===== src/rtl/ps2_kbd_pkg.sv =====
// rtl/ps2_kbd_pkg.sv - shared constants and types for the PS/2 keyboard controller
//
// Purpose: Set-2 prefix bytes, the list of bytes discarded in IDLE, the
//          sequencer state enum and the 10-bit key event record.
// Ports:   none (package).
package ps2_kbd_pkg;

  localparam logic [7:0] PS2_PFX_EXT = 8'hE0;
  localparam logic [7:0] PS2_PFX_BRK = 8'hF0;

  // Keyboard replies (BAT ok, ACK, resend, echo, errors) that never form a key event
  localparam int PS2_DISCARD_N = 6;
  localparam logic [7:0] PS2_DISCARD [PS2_DISCARD_N] = '{8'hAA, 8'hFA, 8'hFE, 8'hEE, 8'h00, 8'hFF};

  typedef enum logic [1:0] {
    IDLE     = 2'd0,
    GOT_E0   = 2'd1,
    GOT_F0   = 2'd2,
    GOT_E0F0 = 2'd3
  } kbd_state_t;

  typedef struct packed {
    logic       ext;
    logic       brk;
    logic [7:0] code;
  } kbd_evt_t;

  localparam int KBD_EVT_W = $bits(kbd_evt_t);

  function automatic logic ps2_is_discard(input logic [7:0] b);
    logic hit;
    hit = 1'b0;
    for (int i = 0; i < PS2_DISCARD_N; i++) begin
      if (b == PS2_DISCARD[i]) hit = 1'b1;
    end
    return hit;
  endfunction

endpackage


===== src/rtl/ps2_evt_fifo.sv =====
// rtl/ps2_evt_fifo.sv - show-ahead event FIFO with overflow pulse
//
// Purpose: small FIFO whose head is always presented on dout; dout holds its
//          last value once the FIFO drains.
// Ports:   clk, rst       - clock, async active-high reset
//          wr, din        - write strobe and data (dropped when full w/o read)
//          rd             - pop head (ignored when empty)
//          dout           - head entry
//          empty, full    - occupancy flags
//          ovf            - one-cycle pulse, registered, when a write was dropped
module ps2_evt_fifo #(
  parameter int DEPTH = 4,
  parameter int WIDTH = 10
) (
  input  logic             clk,
  input  logic             rst,
  input  logic             wr,
  input  logic [WIDTH-1:0] din,
  input  logic             rd,
  output logic [WIDTH-1:0] dout,
  output logic             empty,
  output logic             full,
  output logic             ovf
);

  localparam int AW = $clog2(DEPTH);

  logic [WIDTH-1:0] mem [DEPTH];
  logic [AW-1:0]    wr_ptr, rd_ptr, rd_ptr_nxt;
  logic [AW:0]      count, count_nxt;
  logic [WIDTH-1:0] head_q, head_nxt;
  logic             do_wr, do_rd, ovf_q;

  assign empty = (count == '0);
  assign full  = (count == (AW+1)'(DEPTH));

  // A full FIFO still accepts a write when a read frees a slot the same cycle
  assign do_rd = rd & ~empty;
  assign do_wr = wr & (~full | do_rd);

  assign rd_ptr_nxt = do_rd ? rd_ptr + 1'b1 : rd_ptr;
  assign count_nxt  = count + (AW+1)'(do_wr) - (AW+1)'(do_rd);

  // The write can only land on the next head slot when that slot is empty,
  // so forward din instead of the stale memory word.
  assign head_nxt = (do_wr && (wr_ptr == rd_ptr_nxt)) ? din : mem[rd_ptr_nxt];

  always_ff @(posedge clk) begin
    if (do_wr) mem[wr_ptr] <= din;
  end

  always_ff @(posedge clk or posedge rst) begin
    if (rst) begin
      wr_ptr <= '0;
      rd_ptr <= '0;
      count  <= '0;
      head_q <= '0;
      ovf_q  <= 1'b0;
    end else begin
      if (do_wr) wr_ptr <= wr_ptr + 1'b1;
      rd_ptr <= rd_ptr_nxt;
      count  <= count_nxt;
      if (count_nxt != '0) head_q <= head_nxt;
      ovf_q  <= wr & full & ~do_rd;
    end
  end

  assign dout = head_q;
  assign ovf  = ovf_q;

endmodule


===== src/rtl/ps2_kbd_ctrl.sv =====
// rtl/ps2_kbd_ctrl.sv - PS/2 Set-2 scan-code assembler and event queue
//
// Purpose: folds E0/F0 prefixes into one key event per keystroke, queues
//          events for the host and throttles ps2_rx when the queue is full.
//          Optional macro PS2_KBD_TYPEMATIC_FILTER_EN suppresses auto-repeat
//          make events.
// Ports:   clk, reset              - clock, async active-high reset
//          rx_done_tick, rx_dout   - byte stream from ps2_rx
//          rx_en                   - receiver enable (registered ~fifo_full)
//          rd_en                   - host pops head event
//          key_valid, key_code,
//          key_break, key_ext      - head event (show-ahead)
//          fifo_full, ovf_tick     - queue full / event dropped pulse
module ps2_kbd_ctrl
  import ps2_kbd_pkg::*;
#(
  parameter int FIFO_DEPTH  = 4,
  parameter int TIMEOUT_CYC = 50000
) (
  input  logic       clk,
  input  logic       reset,
  input  logic       rx_done_tick,
  input  logic [7:0] rx_dout,
  output logic       rx_en,
  input  logic       rd_en,
  output logic       key_valid,
  output logic [7:0] key_code,
  output logic       key_break,
  output logic       key_ext,
  output logic       fifo_full,
  output logic       ovf_tick
);

  localparam int TW = $clog2(TIMEOUT_CYC + 1);
  localparam logic [TW-1:0] TMO_LAST = TW'(TIMEOUT_CYC - 1);

  kbd_state_t      state, state_nxt;
  logic [TW-1:0]   tmo_cnt;
  logic            tmo_hit;
  logic            emit, fifo_wr, fifo_empty, fifo_full_w, rx_en_q;
  kbd_evt_t        evt, head;
  logic            is_pfx;

  assign is_pfx  = (rx_dout == PS2_PFX_EXT) || (rx_dout == PS2_PFX_BRK);
  assign tmo_hit = (state != IDLE) && (tmo_cnt == TMO_LAST);

  always_comb begin
    state_nxt = state;
    emit      = 1'b0;
    evt.ext   = 1'b0;
    evt.brk   = 1'b0;
    evt.code  = rx_dout;
    if (rx_done_tick) begin
      // A byte arriving on the timeout cycle is decoded with the current state
      case (state)
        IDLE: begin
          if (rx_dout == PS2_PFX_EXT)      state_nxt = GOT_E0;
          else if (rx_dout == PS2_PFX_BRK) state_nxt = GOT_F0;
          else if (!ps2_is_discard(rx_dout)) emit = 1'b1;
        end
        GOT_E0: begin
          if (rx_dout == PS2_PFX_BRK)      state_nxt = GOT_E0F0;
          else if (rx_dout == PS2_PFX_EXT) state_nxt = GOT_E0;
          else begin
            emit      = 1'b1;
            evt.ext   = 1'b1;
            state_nxt = IDLE;
          end
        end
        GOT_F0: begin
          state_nxt = IDLE;
          emit      = ~is_pfx;
          evt.brk   = 1'b1;
        end
        GOT_E0F0: begin
          state_nxt = IDLE;
          emit      = ~is_pfx;
          evt.ext   = 1'b1;
          evt.brk   = 1'b1;
        end
        default: state_nxt = IDLE;
      endcase
    end else if (tmo_hit) begin
      state_nxt = IDLE;
    end
  end

  always_ff @(posedge clk or posedge reset) begin
    if (reset) begin
      state   <= IDLE;
      tmo_cnt <= '0;
      rx_en_q <= 1'b0;
    end else begin
      state   <= state_nxt;
      rx_en_q <= ~fifo_full_w;
      if (rx_done_tick || (state == IDLE) || tmo_hit) tmo_cnt <= '0;
      else                                            tmo_cnt <= tmo_cnt + 1'b1;
    end
  end

`ifdef PS2_KBD_TYPEMATIC_FILTER_EN
  logic [8:0] last_make;
  logic       last_make_vld;
  logic       evt_match, suppress;

  assign evt_match = last_make_vld && (last_make == {evt.ext, evt.code});
  assign suppress  = ~evt.brk & evt_match;
  assign fifo_wr   = emit & ~suppress;

  always_ff @(posedge clk or posedge reset) begin
    if (reset) begin
      last_make     <= '0;
      last_make_vld <= 1'b0;
    end else if (emit) begin
      if (evt.brk) begin
        if (evt_match) last_make_vld <= 1'b0;
      end else if (!evt_match) begin
        last_make     <= {evt.ext, evt.code};
        last_make_vld <= 1'b1;
      end
    end
  end
`else
  assign fifo_wr = emit;
`endif

  ps2_evt_fifo #(
    .DEPTH (FIFO_DEPTH),
    .WIDTH (KBD_EVT_W)
  ) u_fifo (
    .clk   (clk),
    .rst   (reset),
    .wr    (fifo_wr),
    .din   (evt),
    .rd    (rd_en),
    .dout  (head),
    .empty (fifo_empty),
    .full  (fifo_full_w),
    .ovf   (ovf_tick)
  );

  assign rx_en     = rx_en_q;
  assign fifo_full = fifo_full_w;
  assign key_valid = ~fifo_empty;
  assign key_code  = head.code;
  assign key_break = head.brk;
  assign key_ext   = head.ext;

endmodule


===== config.mk =====
export PLATFORM = sky130hd
export DESIGN_NAME = ps2_kbd_ctrl
export DESIGN_NICKNAME = d
export VERILOG_FILES = /design/src/rtl/ps2_kbd_pkg.sv /design/src/rtl/ps2_evt_fifo.sv /design/src/rtl/ps2_kbd_ctrl.sv
export SDC_FILE = /design/constraint.sdc
export NUM_CORES = 1
export LEC_CHECK = 0
export ABC_AREA = 1
export CORE_AREA = 4 4 121 123
export DETAILED_ROUTE_END_ITERATION = 8
export DIE_AREA = 0 0 125 127
export GPL_ROUTABILITY_DRIVEN = 0
export PLACE_DENSITY = 0.57
export SETUP_SLACK_MARGIN = 0.15
export SKIP_CTS_REPAIR_TIMING = 1
export SYNTH_ARGS = -nofsm -noshare
export SYNTH_HDL_FRONTEND = slang
export SYNTH_SLANG_ARGS = --single-unit

===== constraint.sdc =====
create_clock -name clk -period 2.95 [get_ports clk]
set_clock_uncertainty 0.2 [all_clocks]
set_input_delay 0.295 -clock clk [delete_from_list [all_inputs] [get_ports clk]]
set_output_delay 0.295 -clock clk [all_outputs]
set_load 0.03 [all_outputs]

Word level (Yosys, flattened, before mapping)
Memory sizes are Yosys's and may differ from the RTL's. A register that Yosys moved wholly into a read port is not among the register bits.
Cells that the tools add are included.

cells by class
  add/sub/neg operators = 5
  eq/ne operators = 13
  multiplexer cells = 31
  bitwise logic cells = 9
  reductions and logical operators = 12

operator list
  operator                                                                count
  8-bit equality test (second input constant)                             7
  1-bit two-way mux                                                       20
  16-bit by 1-bit adder with 16-bit output (second input constant)        1
  16-bit equality test (second input constant)                            1
  16-bit two-way mux                                                      1
  2-bit two-way mux                                                       7
  8-bit zero test                                                         1
  2-bit one-hot mux with 3 select lines                                   1
  2-bit by 1-bit adder with 2-bit output (second input constant)          2
  1-bit bitwise AND                                                       4
  2-bit equality test (second input constant)                             2
  4-bit inequality test (second input constant)                           1
  1-bit inverter                                                          4
  2-bit nonzero test                                                      2
  3-bit by 1-bit adder with 3-bit output                                  1
  3-bit equality test (second input constant)                             1
  3-bit zero test                                                         1
  1-bit logical OR                                                        3
  1-bit one-hot mux with 3 select lines                                   1
  3-bit nonzero test                                                      1
  3-bit by 1-bit subtractor with 3-bit output                             1
  2-bit by 1-bit equality test with 1-bit output (second input constant)  1
  2-bit zero test                                                         1
  1-bit one-hot mux with 2 select lines                                   1
  other kinds (4)                                                         4

word-level totals
  register bits = 27
  bits in writable memories = 40
  input port bits = 12
  output and inout bits = 14
  logic and storage cells = 78
  memories = 1

memories
  memory      words  bits a word  read ports  clocked after Yosys merged registers in  write ports  RTL line            source
  u_fifo.mem  4      10           1           1                                        1            ps2_evt_fifo.sv:28  logic [WIDTH-1:0] mem [DEPTH];

Depth between registers and ports, before layout
  word-level depth = 20
  mapped depth = 17
  mapped depth without buffers = 16

By module
Synthesis repeated with hierarchy kept, for this count alone.

unflattened totals
  cell total of the unflattened synthesis = 432
  area, all modules = 3892.5 sq um

modules (own cells, without submodules)
  module        times used  cells an instance  area each (sq um)  seq. area each (sq um)
  ps2_evt_fifo  1           263                2701.3             1651.6
  ps2_kbd_ctrl  1           169                1191.1             475.5

Least setup slack after synthesis
No wires, ideal clock.

  path kind = flip-flop to flip-flop
  start point = register state[1]
  end point = register u_fifo.head_q[0], in the netlist u_fifo.dout[0], read port of u_fifo.mem
  setup time = 0.117 ns
  arrival = 2.494 ns
  data required time = 2.633 ns
  slack = 0.139 ns
  cell stages (with the launch flop) = 16
  buffers on the path = 1
  clock period less this slack = 2.811 ns
  cells stage by stage = dfrtp_1 > nor2_1 > nand3_1 > nor2_1 > nand2_1 > nand2_1 > nor2_4 > buf_4 > ha_1 > fa_1 > xnor2_1 > or2_2 > nand3_1 > clkinv_1 > nand2_1 > nand2_1

between the ends
  word-level cells in the longest chain between the ends = 8
  elaborated cells on any way between the ends = 11
  classes of those cells = add/sub: 2; eq/ne: 3; mux: 2; bitwise: 1; reduce/logical: 3

ends and longest elaborated chain
  element                                        RTL line            source
  start, declared                                ps2_kbd_ctrl.sv:37  kbd_state_t state, state_nxt;
  start signal, assigned                         ps2_kbd_ctrl.sv:94  state <= state_nxt;
  2-bit equality test                            ps2_kbd_ctrl.sv:55  case (state)
  2-bit OR reduction (no line)                   --
  1-bit one-hot mux with 3 select lines *        ps2_kbd_ctrl.sv:55
  1-bit two-way mux *                            ps2_kbd_ctrl.sv:53  if (rx_done_tick) begin
  1-bit bitwise AND *                            ps2_evt_fifo.sv:39  assign do_wr = wr & (~full | do_rd);
  named net u_fifo.do_wr                         ps2_evt_fifo.sv:32  logic do_wr, do_rd, ovf_q;
  3-bit by 1-bit adder with 3-bit output *       ps2_evt_fifo.sv:42  assign count_nxt = count + (AW+1)'(do_wr) - (AW+1)'(do_rd);
  3-bit by 1-bit subtractor with 3-bit output *  ps2_evt_fifo.sv:42
  3-bit nonzero test *                           ps2_evt_fifo.sv:63  if (count_nxt != '0) head_q <= head_nxt;
  end, declared                                  ps2_evt_fifo.sv:31  logic [WIDTH-1:0] head_q, head_nxt;

The timed path passes the listed nets; every way through them passes the cells marked *.
A chain may end at the register's enable or synchronous reset.

Worst setup path after layout
  start point = register u_fifo.count[0]
  end point = register u_fifo.head_q[0], in the netlist u_fifo.dout[0], read port of u_fifo.mem

between the ends
  word-level cells in the longest chain between the ends = 8
  elaborated cells on any way between the ends = 11
  classes of those cells = add/sub: 2; eq/ne: 1; mux: 1; bitwise: 5; reduce/logical: 2

ends and longest elaborated chain
  element                                      RTL line            source
  start, declared                              ps2_evt_fifo.sv:30  logic [AW:0] count, count_nxt;
  start signal, assigned                       ps2_evt_fifo.sv:62  count <= count_nxt;
  3-bit zero test                              ps2_evt_fifo.sv:34  assign empty = (count == '0);
  1-bit inverter                               ps2_evt_fifo.sv:38  assign do_rd = rd & ~empty;
  1-bit bitwise AND                            ps2_evt_fifo.sv:38
  1-bit OR                                     ps2_evt_fifo.sv:39
  1-bit bitwise AND                            ps2_evt_fifo.sv:39
  3-bit by 1-bit adder with 3-bit output       ps2_evt_fifo.sv:42
  3-bit by 1-bit subtractor with 3-bit output  ps2_evt_fifo.sv:42
  3-bit nonzero test                           ps2_evt_fifo.sv:63

Several ways; a longest one is shown, not always the timed one.

==> results.json <==
{
  "critPathKind": "flip-flop to flip-flop",
  "crit_fanout": 5,
  "drt-vias-per-instance": 4.49,
  "start_kind": "flip-flop",
  "syn_nets": 435,
  "die_h_um": 127,
  "vdd_drop_max_v": 0.000282,
  "grt_usage_pct": 11.5,
  "synth_cells": 415,
  "nFillCells": 1414,
  "row_count": 43,
  "synth.most_common_cell": "nand2_1",
  "reg2regPathDepth": 14,
  "drive_gt1_share_pct": 16.8,
  "ys.flop_type": "edfxtp_1",
  "p_per_area_mw_per_mm2": 971,
  "period_share_pct": 89.6,
  "setup_violations": 0,
  "dp_hpwl_um": 6260,
  "drv_cap": 0,
  "synthDistinctLibCells": 31,
  "synth_edf_count": 40,
  "finalPower_uw": 4660,
  "area_growth_pct": 28.1,
  "ant_nets": 0,
  "grt_overflow_total": 0,
  "route.vias.total": 2975,
  "cp_cell_sequence": "nor2_4 > nand2_4 > nand2_2 > inv_1 > ha_1 > inv_1 > ha_1 > fa_2 > xnor2_2 > or2_4 > nand3_4 > buf_4 > nand3_1 > nand2_1",
  "crit_required_ns": 3.02,
  "worstSkewPairLatency_ns": 0.34,
  "antenna_found_initial": 0,
  "diodes": 0,
  "cts_root_buf": "clkbuf_16",
  "synth_top_area_share_pct": 32.0,
  "grt_max_degree": 38,
  "crit_start": "u_fifo.count[0]$_DFF_PP0_",
  "portBuffers": 25,
  "cpPeakStageDelay_ns": 0.40,
  "totalNegativeSetupSlack_ns": 0,
  "fin_ws_ns": 0.307,
  "cts_inserted_buffers": 9,
  "fmax_ghz": 0.378,
  "grt_pass1_wl_um": 14600,
  "outcome": "completed",
  "endpoint": "u_fifo.dout[0]$_DFFE_PP0P_",
  "slew_viol_final": 0,
  "wirelength_um": 8920,
  "ys_ff_latch": 77,
  "regToRegSetupSlack_ns": 0.31,
  "place_worst_setup_slack_ns": -0.404,
  "cp_top_family": "adder cells",
  "drt_pass1_iterations": 4,
  "wl_per_cell_um": 13.5,
  "syn_area_mm2": 0.00375,
  "slew_headroom_pct": 68.2,
  "hold_path_depth": 1,
  "initial_core_util_pct": 27.4,
  "worst-path-stages": 14,
  "setup.worst_path.end_class": "flip-flop",
  "r2r_end": "u_fifo.dout[0]$_DFFE_PP0P_",
  "tightest_slew_ns": 0.476,
  "finalHoldViolCount": 0,
  "cts_buffer_depth": 2,
  "synthArstFlopShare_pct": 48.1,
  "cts.sinks": 77,
  "postSynthAreaPerCell_um2": 9.03,
  "fin_nets": 498,
  "leakagePower_uw": 0.00215,
  "synth-warning-count": 0,
  "grt_setup_unrepaired": "false",
  "io_pins": 26,
  "fin_crit_ns": 2.64,
  "cp.arrival_ns": 2.71,
  "drt_iter0_drc": 200,
  "cts_tree": "yes",
  "hold_path_class": "input port to flip-flop",
  "clk_pin_slew_ns": 0.07,
  "post-route-util_pct": 35.1,
  "die-area_mm2": 0.0159,
  "htreeDepth": 3,
  "slowest_stage": "dfrtp_1",
  "synth_area_leaders": "edfxtp_1 32%, dfrtp_1 25%, nand2_1 11%",
  "drc": 0,
  "die_w_um": 125,
  "worstReg2RegStart": "u_fifo.count[0]$_DFF_PP0_",
  "grt_pass1_vias": 2967,
  "crit_buf_inv": 3,
  "synth-seq-area-share_pct": 56.7,
  "ys_top_cells_by_count": "111 x nand2_1, 76 x nand3_1, 48 x inv_1",
  "core_area_mm2": 0.0137,
  "yosysTopAreaCell": "edfxtp_1"
}
per-layer routing:
metal  share of wire (%)  GRT usage, %
met5                   0             0
met4                 1.2          2.74
met2                  52          20.4
met1                  43          14.1
met3                 3.9          2.68
cells in the final DEF (no fill, tap or decap), types with 2 or more instances in the layout:
cell	count
o21ai_0	5
xor2_1	2
inv_1	47
nand3_2	3
clkbuf_16	9
nand3_1	73
dfrtp_1	37
nor3_1	10
nand2_1	110
nor2_4	4
nor3b_1	4
nor2_1	25
inv_6	4
nor2_2	5
nand4_1	6
dlymetal6s2s_1	7
nor4_1	3
ha_1	7
inv_2	2
clkdlybuf4s50_1	18
a21oi_1	4
buf_4	38
edfxtp_1	40
nand2_2	5
clkinvlp_4	2
worst min-delay path by stage:
| stage | startpoint | to | slack [ns] |
|---|---|---|---|
| final | rx_dout[6] | u_fifo.mem[2][6]$_DFFE_PP_ | 0.14 |
| after global routing | rx_dout[6] | u_fifo.mem[2][6]$_DFFE_PP_ | 0.14 |
| after CTS | reset | u_fifo.rd_ptr[1]$_DFF_PP0_ | 0.19 |
| after detailed placement | tmo_cnt[0]$_DFF_PP0_ | tmo_cnt[0]$_DFF_PP0_ | 0.26 |
| after global placement | tmo_cnt[0]$_DFF_PP0_ | tmo_cnt[0]$_DFF_PP0_ | 0.25 |
| after floorplan | rx_dout[0] | u_fifo.mem[0][0]$_DFFE_PP_ | 0.19 |
stage by stage:
| stage | std cells | hold WS [ns] | cell area [um2] |
|---|---|---|---|
| floorplan | 415 | 0.194 | 3750 |
| global placement | 643 | 0.246 | 4410 |
| detailed placement | 643 | 0.259 | 4410 |
| CTS | 659 | 0.193 | 4700 |
| global route | 663 | 0.143 | 4800 |
| finish | 663 | 0.142 | 4800 |
sequential cells by signal (all words and copies together), names as in the netlist:
| name | count |
|---|---|
| rx_en | 1 |
| tmo_cnt | 16 |
| u_fifo.mem | 40 |
| u_fifo.rd_ptr | 2 |
| state | 2 |
| u_fifo.wr_ptr | 2 |
| u_fifo.count | 3 |
| u_fifo.dout | 10 |
| u_fifo.ovf | 1 |
cell families (layout without fill, tap and decap cells):
family	count (synthesis)	count (layout)	synth area share [%]
simple gates	252	252	30.6
flops	77	77	56.7
buf+inv	62	130	7.11
compound gates	13	13	1.97
fa+ha+maj	8	8	2.87
xor+xnor	3	3	0.701
cell type report:
| cell class | instances | area (um2) | share of cell area (%) |
|---|---|---|---|
| Sequential cell | 77 | 2130 | 44.3 |
| Multi-Input combinational cell | 276 | 1410 | 29.3 |
| Timing Repair Buffer | 64 | 564 | 11.8 |
| Clock buffer | 9 | 225 | 4.69 |
| Clock inverter | 7 | 61.3 | 1.28 |
| Tap cell | 180 | 225 | 4.69 |
| Inverter | 50 | 190 | 3.96 |
power by group:
| group | switching, uW | leakage, uW | internal [uW] |
|---|---|---|---|
| clock | 469 | 0.000135 | 587 |
| combinational | 1300 | 0.00117 | 790 |
| sequential | 122 | 0.000841 | 1390 |
| total | 1890 | 0.00215 | 2770 |
Note: power is estimated with default switching activity, not from simulation.
